===== src/rtl/uart_pkg.sv =====
// rtl/uart_pkg.sv - shared UART frame constants, baud divisor table and transmitter states
package uart_pkg;

    localparam int DATA_BITS  = 8;
    localparam int STOP_BITS  = 1;
    localparam int BAUD_CNT_W = 13;
    localparam int BIT_CNT_W  = 4;

    typedef enum logic [1:0] {
        ST_IDLE,
        ST_START,
        ST_DATA,
        ST_STOP
    } uart_state_e;

    // Clocks per bit for a baud select; unused codes fall back to the fastest rate.
    function automatic logic [BAUD_CNT_W-1:0] baud_div(input logic [2:0] sel, input int clk_hz);
        case (sel)
            3'd1:    return BAUD_CNT_W'(clk_hz / 57600);
            3'd2:    return BAUD_CNT_W'(clk_hz / 38400);
            3'd3:    return BAUD_CNT_W'(clk_hz / 19200);
            3'd4:    return BAUD_CNT_W'(clk_hz / 9600);
            default: return BAUD_CNT_W'(clk_hz / 115200);
        endcase
    endfunction

endpackage


===== src/rtl/uart_tx_fifo.sv =====
// rtl/uart_tx_fifo.sv - synchronous byte FIFO buffering bytes ahead of the serialiser
module uart_tx_fifo #(
    parameter int DEPTH = 4
) (
    input  logic                   sysclk,
    input  logic                   rst,
    input  logic                   push,
    input  logic [7:0]             push_data,
    input  logic                   pop,
    output logic [7:0]             pop_data,
    output logic                   full,
    output logic                   empty,
    output logic [$clog2(DEPTH):0] count
);

    localparam int AW = $clog2(DEPTH);
    localparam logic [AW:0] FULL_CNT = (AW+1)'(DEPTH);

    logic [7:0]    mem_q [DEPTH];
    logic [7:0]    mem_d [DEPTH];
    logic [AW-1:0] wr_ptr_q, wr_ptr_d;
    logic [AW-1:0] rd_ptr_q, rd_ptr_d;
    logic [AW:0]   count_q, count_d;
    logic          do_push, do_pop;

    assign do_push = push && (count_q != FULL_CNT);
    assign do_pop  = pop && (count_q != '0);

    always_comb begin
        mem_d    = mem_q;
        wr_ptr_d = wr_ptr_q;
        rd_ptr_d = rd_ptr_q;
        count_d  = count_q;
        if (do_push) begin
            mem_d[wr_ptr_q] = push_data;
            wr_ptr_d        = wr_ptr_q + AW'(1);
        end
        if (do_pop) begin
            rd_ptr_d = rd_ptr_q + AW'(1);
        end
        case ({do_push, do_pop})
            2'b10:   count_d = count_q + (AW+1)'(1);
            2'b01:   count_d = count_q - (AW+1)'(1);
            default: count_d = count_q;
        endcase
    end

    always_ff @(posedge sysclk) begin
        if (rst) begin
            mem_q    <= '{default: '0};
            wr_ptr_q <= '0;
            rd_ptr_q <= '0;
            count_q  <= '0;
        end else begin
            mem_q    <= mem_d;
            wr_ptr_q <= wr_ptr_d;
            rd_ptr_q <= rd_ptr_d;
            count_q  <= count_d;
        end
    end

    assign pop_data = mem_q[rd_ptr_q];
    assign full     = (count_q == FULL_CNT);
    assign empty    = (count_q == '0);
    assign count    = count_q;

endmodule


===== src/rtl/uart_send.sv =====
// rtl/uart_send.sv - buffered 8N1 UART transmitter with selectable baud rate
module uart_send
    import uart_pkg::*;
#(
    parameter int CLK_HZ     = 50_000_000,
    parameter int FIFO_DEPTH = 4
) (
    input  logic       sysclk,
    input  logic       rst,
    input  logic [2:0] Baud_set,
    input  logic [7:0] tx_data,
    input  logic       tx_valid,
    output logic       tx_ready,
    output logic       uart_tx,
    output logic       tx_busy,
    output logic       tx_done
);

    uart_state_e                  state_q, state_d;
    logic [BAUD_CNT_W-1:0]        baud_cnt_q, baud_cnt_d;
    logic [BAUD_CNT_W-1:0]        div_q, div_d;
    logic [BIT_CNT_W-1:0]         bit_idx_q, bit_idx_d;
    logic [7:0]                   shift_q, shift_d;
    logic                         uart_tx_q, uart_tx_d;
    logic                         tx_busy_q, tx_busy_d;
    logic                         tx_done_q, tx_done_d;
    logic                         bit_end, frame_next;
    logic                         fifo_pop, fifo_full, fifo_empty;
    logic [7:0]                   fifo_pop_data;
    logic [$clog2(FIFO_DEPTH):0]  fifo_count;

    uart_tx_fifo #(.DEPTH(FIFO_DEPTH)) u_fifo (
        .sysclk    (sysclk),
        .rst       (rst),
        .push      (tx_valid && tx_ready),
        .push_data (tx_data),
        .pop       (fifo_pop),
        .pop_data  (fifo_pop_data),
        .full      (fifo_full),
        .empty     (fifo_empty),
        .count     (fifo_count)
    );

    // fifo_full comes straight from the FIFO's count register, so tx_ready has no input path.
    assign tx_ready = !fifo_full;

    always_comb begin
        state_d    = state_q;
        baud_cnt_d = baud_cnt_q;
        bit_idx_d  = bit_idx_q;
        shift_d    = shift_q;
        div_d      = div_q;
        uart_tx_d  = uart_tx_q;
        tx_busy_d  = tx_busy_q;
        tx_done_d  = 1'b0;
        fifo_pop   = 1'b0;
        frame_next = 1'b0;
        bit_end    = (baud_cnt_q == div_q - BAUD_CNT_W'(1));

        if (state_q != ST_IDLE) begin
            baud_cnt_d = bit_end ? '0 : baud_cnt_q + BAUD_CNT_W'(1);
        end

        case (state_q)
            ST_IDLE: frame_next = !fifo_empty;
            ST_START: begin
                if (bit_end) begin
                    state_d   = ST_DATA;
                    bit_idx_d = '0;
                    uart_tx_d = shift_q[0];
                end
            end
            ST_DATA: begin
                if (bit_end) begin
                    if (bit_idx_q == BIT_CNT_W'(DATA_BITS - 1)) begin
                        state_d   = ST_STOP;
                        bit_idx_d = '0;
                        uart_tx_d = 1'b1;
                    end else begin
                        bit_idx_d = bit_idx_q + BIT_CNT_W'(1);
                        shift_d   = shift_q >> 1;
                        uart_tx_d = shift_q[1];
                    end
                end
            end
            ST_STOP: begin
                if (bit_end) begin
                    if (bit_idx_q == BIT_CNT_W'(STOP_BITS - 1)) begin
                        tx_done_d  = 1'b1;
                        frame_next = !fifo_empty;
                        if (fifo_empty) begin
                            state_d   = ST_IDLE;
                            tx_busy_d = 1'b0;
                        end
                    end else begin
                        bit_idx_d = bit_idx_q + BIT_CNT_W'(1);
                    end
                end
            end
            default: state_d = ST_IDLE;
        endcase

        // Starting a frame pops the FIFO and freezes the baud rate for the whole frame.
        if (frame_next) begin
            fifo_pop   = 1'b1;
            shift_d    = fifo_pop_data;
            div_d      = baud_div(Baud_set, CLK_HZ);
            baud_cnt_d = '0;
            bit_idx_d  = '0;
            state_d    = ST_START;
            uart_tx_d  = 1'b0;
            tx_busy_d  = 1'b1;
        end
    end

    always_ff @(posedge sysclk) begin
        if (rst) begin
            state_q    <= ST_IDLE;
            baud_cnt_q <= '0;
            div_q      <= '0;
            bit_idx_q  <= '0;
            shift_q    <= '0;
            uart_tx_q  <= 1'b1;
            tx_busy_q  <= 1'b0;
            tx_done_q  <= 1'b0;
        end else begin
            state_q    <= state_d;
            baud_cnt_q <= baud_cnt_d;
            div_q      <= div_d;
            bit_idx_q  <= bit_idx_d;
            shift_q    <= shift_d;
            uart_tx_q  <= uart_tx_d;
            tx_busy_q  <= tx_busy_d;
            tx_done_q  <= tx_done_d;
        end
    end

    fifo_flags_consistent: assert property (@(posedge sysclk) disable iff (rst)
        fifo_empty == (fifo_count == '0));

    assign uart_tx = uart_tx_q;
    assign tx_busy = tx_busy_q;
    assign tx_done = tx_done_q;

endmodule

===== config.mk =====
export PLATFORM = sky130hd
export DESIGN_NAME = uart_send
export DESIGN_NICKNAME = d
export VERILOG_FILES = /design/src/rtl/uart_pkg.sv /design/src/rtl/uart_tx_fifo.sv /design/src/rtl/uart_send.sv
export SDC_FILE = /design/constraint.sdc
export NUM_CORES = 1
export LEC_CHECK = 0
export BUFFER_PORTS_ARGS = -buffer_cell sky130_fd_sc_hd__buf_2
export CORE_MARGIN = 2
export CORE_UTILIZATION = 50
export CTS_BUF_LIST = sky130_fd_sc_hd__clkbuf_8 sky130_fd_sc_hd__clkbuf_16
export DETAILED_ROUTE_END_ITERATION = 12
export HOLD_SLACK_MARGIN = 0.03
export PLACE_DENSITY = 0.8
export REMOVE_ABC_BUFFERS = 1
export SLEW_MARGIN = 20
export SYNTH_ARGS = -nofsm -noshare
export SYNTH_HDL_FRONTEND = slang
export SYNTH_SLANG_ARGS = --single-unit

===== constraint.sdc =====
create_clock -name sysclk -period 3.55 [get_ports sysclk]
set_input_delay 0.5325 -clock sysclk [delete_from_list [all_inputs] [get_ports sysclk]]
set_output_delay 0.5325 -clock sysclk [all_outputs]
set_load 0.03 [all_outputs]

==> reports/summary.txt <==
Area growth syn-to-layout: 14.88%
Post-Route M1 WL: 4108 um
Worst R2R Path Depth: 13
H-tree levels: 3
Largest net degree at the start of global routing: 34
Max-cap violation count: 0
Design area: 0.004840 mm2
Die area: 0.009176 mm2
Fill cell count: 689
Root buf cell: clkbuf_8
Clock Skews: 0.01011 ns
Initial Utilization: 0.5153
Initial antenna violation count: 0
DP HPWL: 6585 um
Cell count after synthesis: 460
Layout cell share with drive strength beyond 1: 0.1888
Worst-margin pin slew: 0.7266 ns
Crit Path Max Fanout: 2
VDD IR max: 370.9 uV
Slew HR: 0.5105
Synth top area share: 0.3849
Worst EP arrival: 3.85 ns
Synth top cells by count: dfxtp_1 (81), nor2_1 (67), mux2i_1 (40), nand2_1 (23), a21oi_1 (21)
CTS Hold Bufs: 0
All-Layer GR Usage: 0.2140
Cell family with most CP delay: simple AND/OR/NAND/NOR gates
Kind of critical path: flop to flop
Status: finished, final reports clean
CP peak stage delay: 0.48 ns
CTS Buffer Depth: 2
Dominant cell type by area after synthesis: dfxtp_1
Setup crit start: div_q[8]$_SDFFE_PP0P_
Fin crit share: 0.9999
DRT Pass-1 Iters: 6
Crit path launch type: flop
Psw: 1.282 mW
Final nets: 522
Flop-to-flop setup slack: 0.0004 ns
Pwr Total: 3.349 mW
DIE WIDTH: 95.79 um
N_diodes: 0
Wirelength, routed: 9482 um
Wire length on met3: 386 um
Top cells by area, synth: dfxtp_1 (38%), mux2i_1 (9.5%), nor2_1 (6.0%)
GRT overflow: 0
Net Sw Frac: 0.3830
DR vias/cell: 5.856
Post-synth EDFFs: 0
Reg2Reg Launch Point: div_q[8]$_SDFFE_PP0P_
Combinational Power Share: 0.419
TritonCTS clock tree: done
Avg Cell Area, Syn: 9.158 um2
Synth Flop Type: dfxtp_1
DR WL/cell: 15.72 um
Number of distinct library cells after synthesis: 53
DP Area: 0.004523 mm2
Synth Cell Area: 0.004213 mm2
Pwr per Cell Area: 691.9 mW/mm2
Top Metal Used: met4
CP Cell Sequence: or2_1 -> or4_4 -> a211o_1 -> or3_4 -> o41ai_4 -> nand2_2 -> inv_2 -> ha_4 -> inv_1 -> fa_2 -> xor2_1 -> or3_1 -> a21oi_2
Sequential fraction of the synthesis area: 0.3849
Later-pin clock latency in the skew report: 0.36 ns
Worst path bufs/invs: 2
Final setup fails: 0
Critical Path RT: 3.85 ns
Synth async-reset ratio: 0
HP Class: input port to flop
Clock sink count: 81
Global-route wire length before repair: 15,380 um
Most common cell in the netlist: dfxtp_1
Vias in the first global route: 3,300
Tmin final: 3.550 ns
I/O pin count: 18
Slew Viols, Final: 0
Starting DRT DRC Count: 160
CTS buffer count: 9
Drt drc: 0
Worst Setup EP: u_fifo.count[2]$_SDFFE_PP0P_
P_int: 2.066 mW
Levels on crit path: 13
Clk pwr share: 0.235
Routed length on met2: 4867 um
Cell row count: 33
F_max: 281.7 MHz
Die height: 95.79 um
Leak Pwr: 2.014 nW
Clock Pin Slew Worst Setup and Hold Paths: 0.09 ns
Ys Warns: 0
Post-DRT Antenna Nets: 0
RSZ-0062 raised after global routing: yes
Reg power frac: 0.346
Core area: 0.008175 mm2
Synth Register Bits: 81
Crit. End Element: flop
Hold Fails Final Rpt: 0
Routability cong.: 0.9181
Vias: 3,531
Highest-delay cell along the critical path: or4_4
Reg2reg end: u_fifo.count[2]$_SDFFE_PP0P_
IO buf count: 17
==> worst min-delay path by stage <==
stage                             startpoint                            end  slack [ns]  depth (start not counted)
6_report                          tx_data[6]   u_fifo.mem_q[6]$_SDFFE_PP0P_        0.45                          3
5_1_grt                           tx_data[0]   u_fifo.mem_q[8]$_SDFFE_PP0P_        0.44                          3
4_1_cts                           tx_data[6]   u_fifo.mem_q[6]$_SDFFE_PP0P_        0.44                          3
3_5_place_dp    u_fifo.mem_q[8]$_SDFFE_PP0P_   u_fifo.mem_q[8]$_SDFFE_PP0P_        0.48                          2
3_3_place_gp   u_fifo.mem_q[24]$_SDFFE_PP0P_  u_fifo.mem_q[24]$_SDFFE_PP0P_        0.47                          2
2_1_floorplan  u_fifo.mem_q[10]$_SDFFE_PP0P_  u_fifo.mem_q[10]$_SDFFE_PP0P_        0.46                          2
==> layout by cell type, fill, tap and decap left out, drive strengths merged, types with 7 or more instances in the layout <==
cell type  count
o21ai         12
buf           44
clkbuf        10
nor4           8
ha            14
a21oi         21
inv           22
nor3          15
nand2         24
o31ai          7
nor2          68
mux2i         40
xnor2         15
nand3         16
mux4           8
dfxtp         81
a221oi         8
xor2          15
==> state kept, by name, summed over array words and instances, names as in the netlist <==
signal and count:
u_fifo.wr_ptr_q 2, tx_done 1, u_fifo.mem_q 32, u_fifo.rd_ptr_q 2
state_q 2, div_q 12, u_fifo.count 3, tx_busy 1
uart_tx 1, shift_q 8, baud_cnt_q 13, bit_idx_q 4
==> final cells by class <==
| type | count | area, um2 | share of cell area |
|---|---|---|---|
| Timing Repair Buffer | 44 | 287.8 | 0.05946 |
| Multi-Input combinational cell | 337 | 2484 | 0.5132 |
| Sequential cell | 81 | 1628 | 0.3363 |
| Clock buffer | 10 | 137.6 | 0.02844 |
| Tap cell | 105 | 131.4 | 0.02715 |
| Inverter | 20 | 75.07 | 0.01551 |
| Clock inverter | 6 | 96.34 | 0.01991 |
==> through the flow <==
stage	instances	worst slack (ns)	TNS, ns	util	hold slack [ns]
finish	603	0.0003642	0	0.5920	0.4456
global route	603	-0.1056	-0.1056	0.5920	0.4426
CTS	602	0.01278	0	0.5830	0.4402
detailed placement	586	-0.03912	-0.03912	0.5533	0.4817
global placement	586	0.01183	0	0.5533	0.4715
floorplan	438	-0.4854	-0.7313	-	0.4578
==> metal layers <==
| metal | track usage | vias up |
|---|---|---|
| met5 | 0 | - |
| met4 | 0.05833 | 0 |
| met3 | 0.05090 | 16 |
| met2 | 0.3724 | 93 |
| met1 | 0.2649 | 1710 |
| li1 | - | 1712 |
==> logic make-up (layout without fill, tap and decap cells) <==
family                     count (synthesis)  after routing  synth area share
and+or+nand+nor                          168            168            0.1990
DFF                                       81             81            0.3849
AOI/OAI and AO/OA                         76             76            0.1277
muxes                                     48             48            0.1378
buffers and inverters                     42             80           0.04187
xor gates and xnor gates                  30             30           0.06237
adders and majority gates                 15             15           0.04633
==> repair_timing <==
| action | 4_1_cts | 5_1_grt |
|---|---|---|
| setup buffers | 0 | 1 |
| cloned | 0 | 0 |
| setup endpoints to repair | 1 | 1 |
| pin swaps | 1 | 7 |
| resized for setup | 2 | 16 |
==> worst register-to-register path: cells and delay by family (launching register included) <==
family / cells / cell delay, ns
AND/OR/NAND/NOR: 5 / 1.61
AO/OA/AOI/OAI: 3 / 0.77
adder cells (fa/ha/maj): 2 / 0.47
flip-flops: 1 / 0.33
buffers and inverters: 2 / 0.17
XOR/XNOR: 1 / 0.15
==> power groups by stage <==
| stage | logic, mW | clock network, mW | registers [mW] |
|---|---|---|---|
| after detailed placement | 1.29 | 0 | 1.17 |
| after global routing | 1.53 | 0.831 | 1.18 |
| final | 1.40 | 0.788 | 1.16 |
| after floorplan | 0.855 | 0 | 1.17 |
| after CTS | 1.31 | 0.796 | 1.15 |
| after global placement | 1.25 | 0 | 1.16 |
Note: power is estimated with default switching activity, not from simulation.
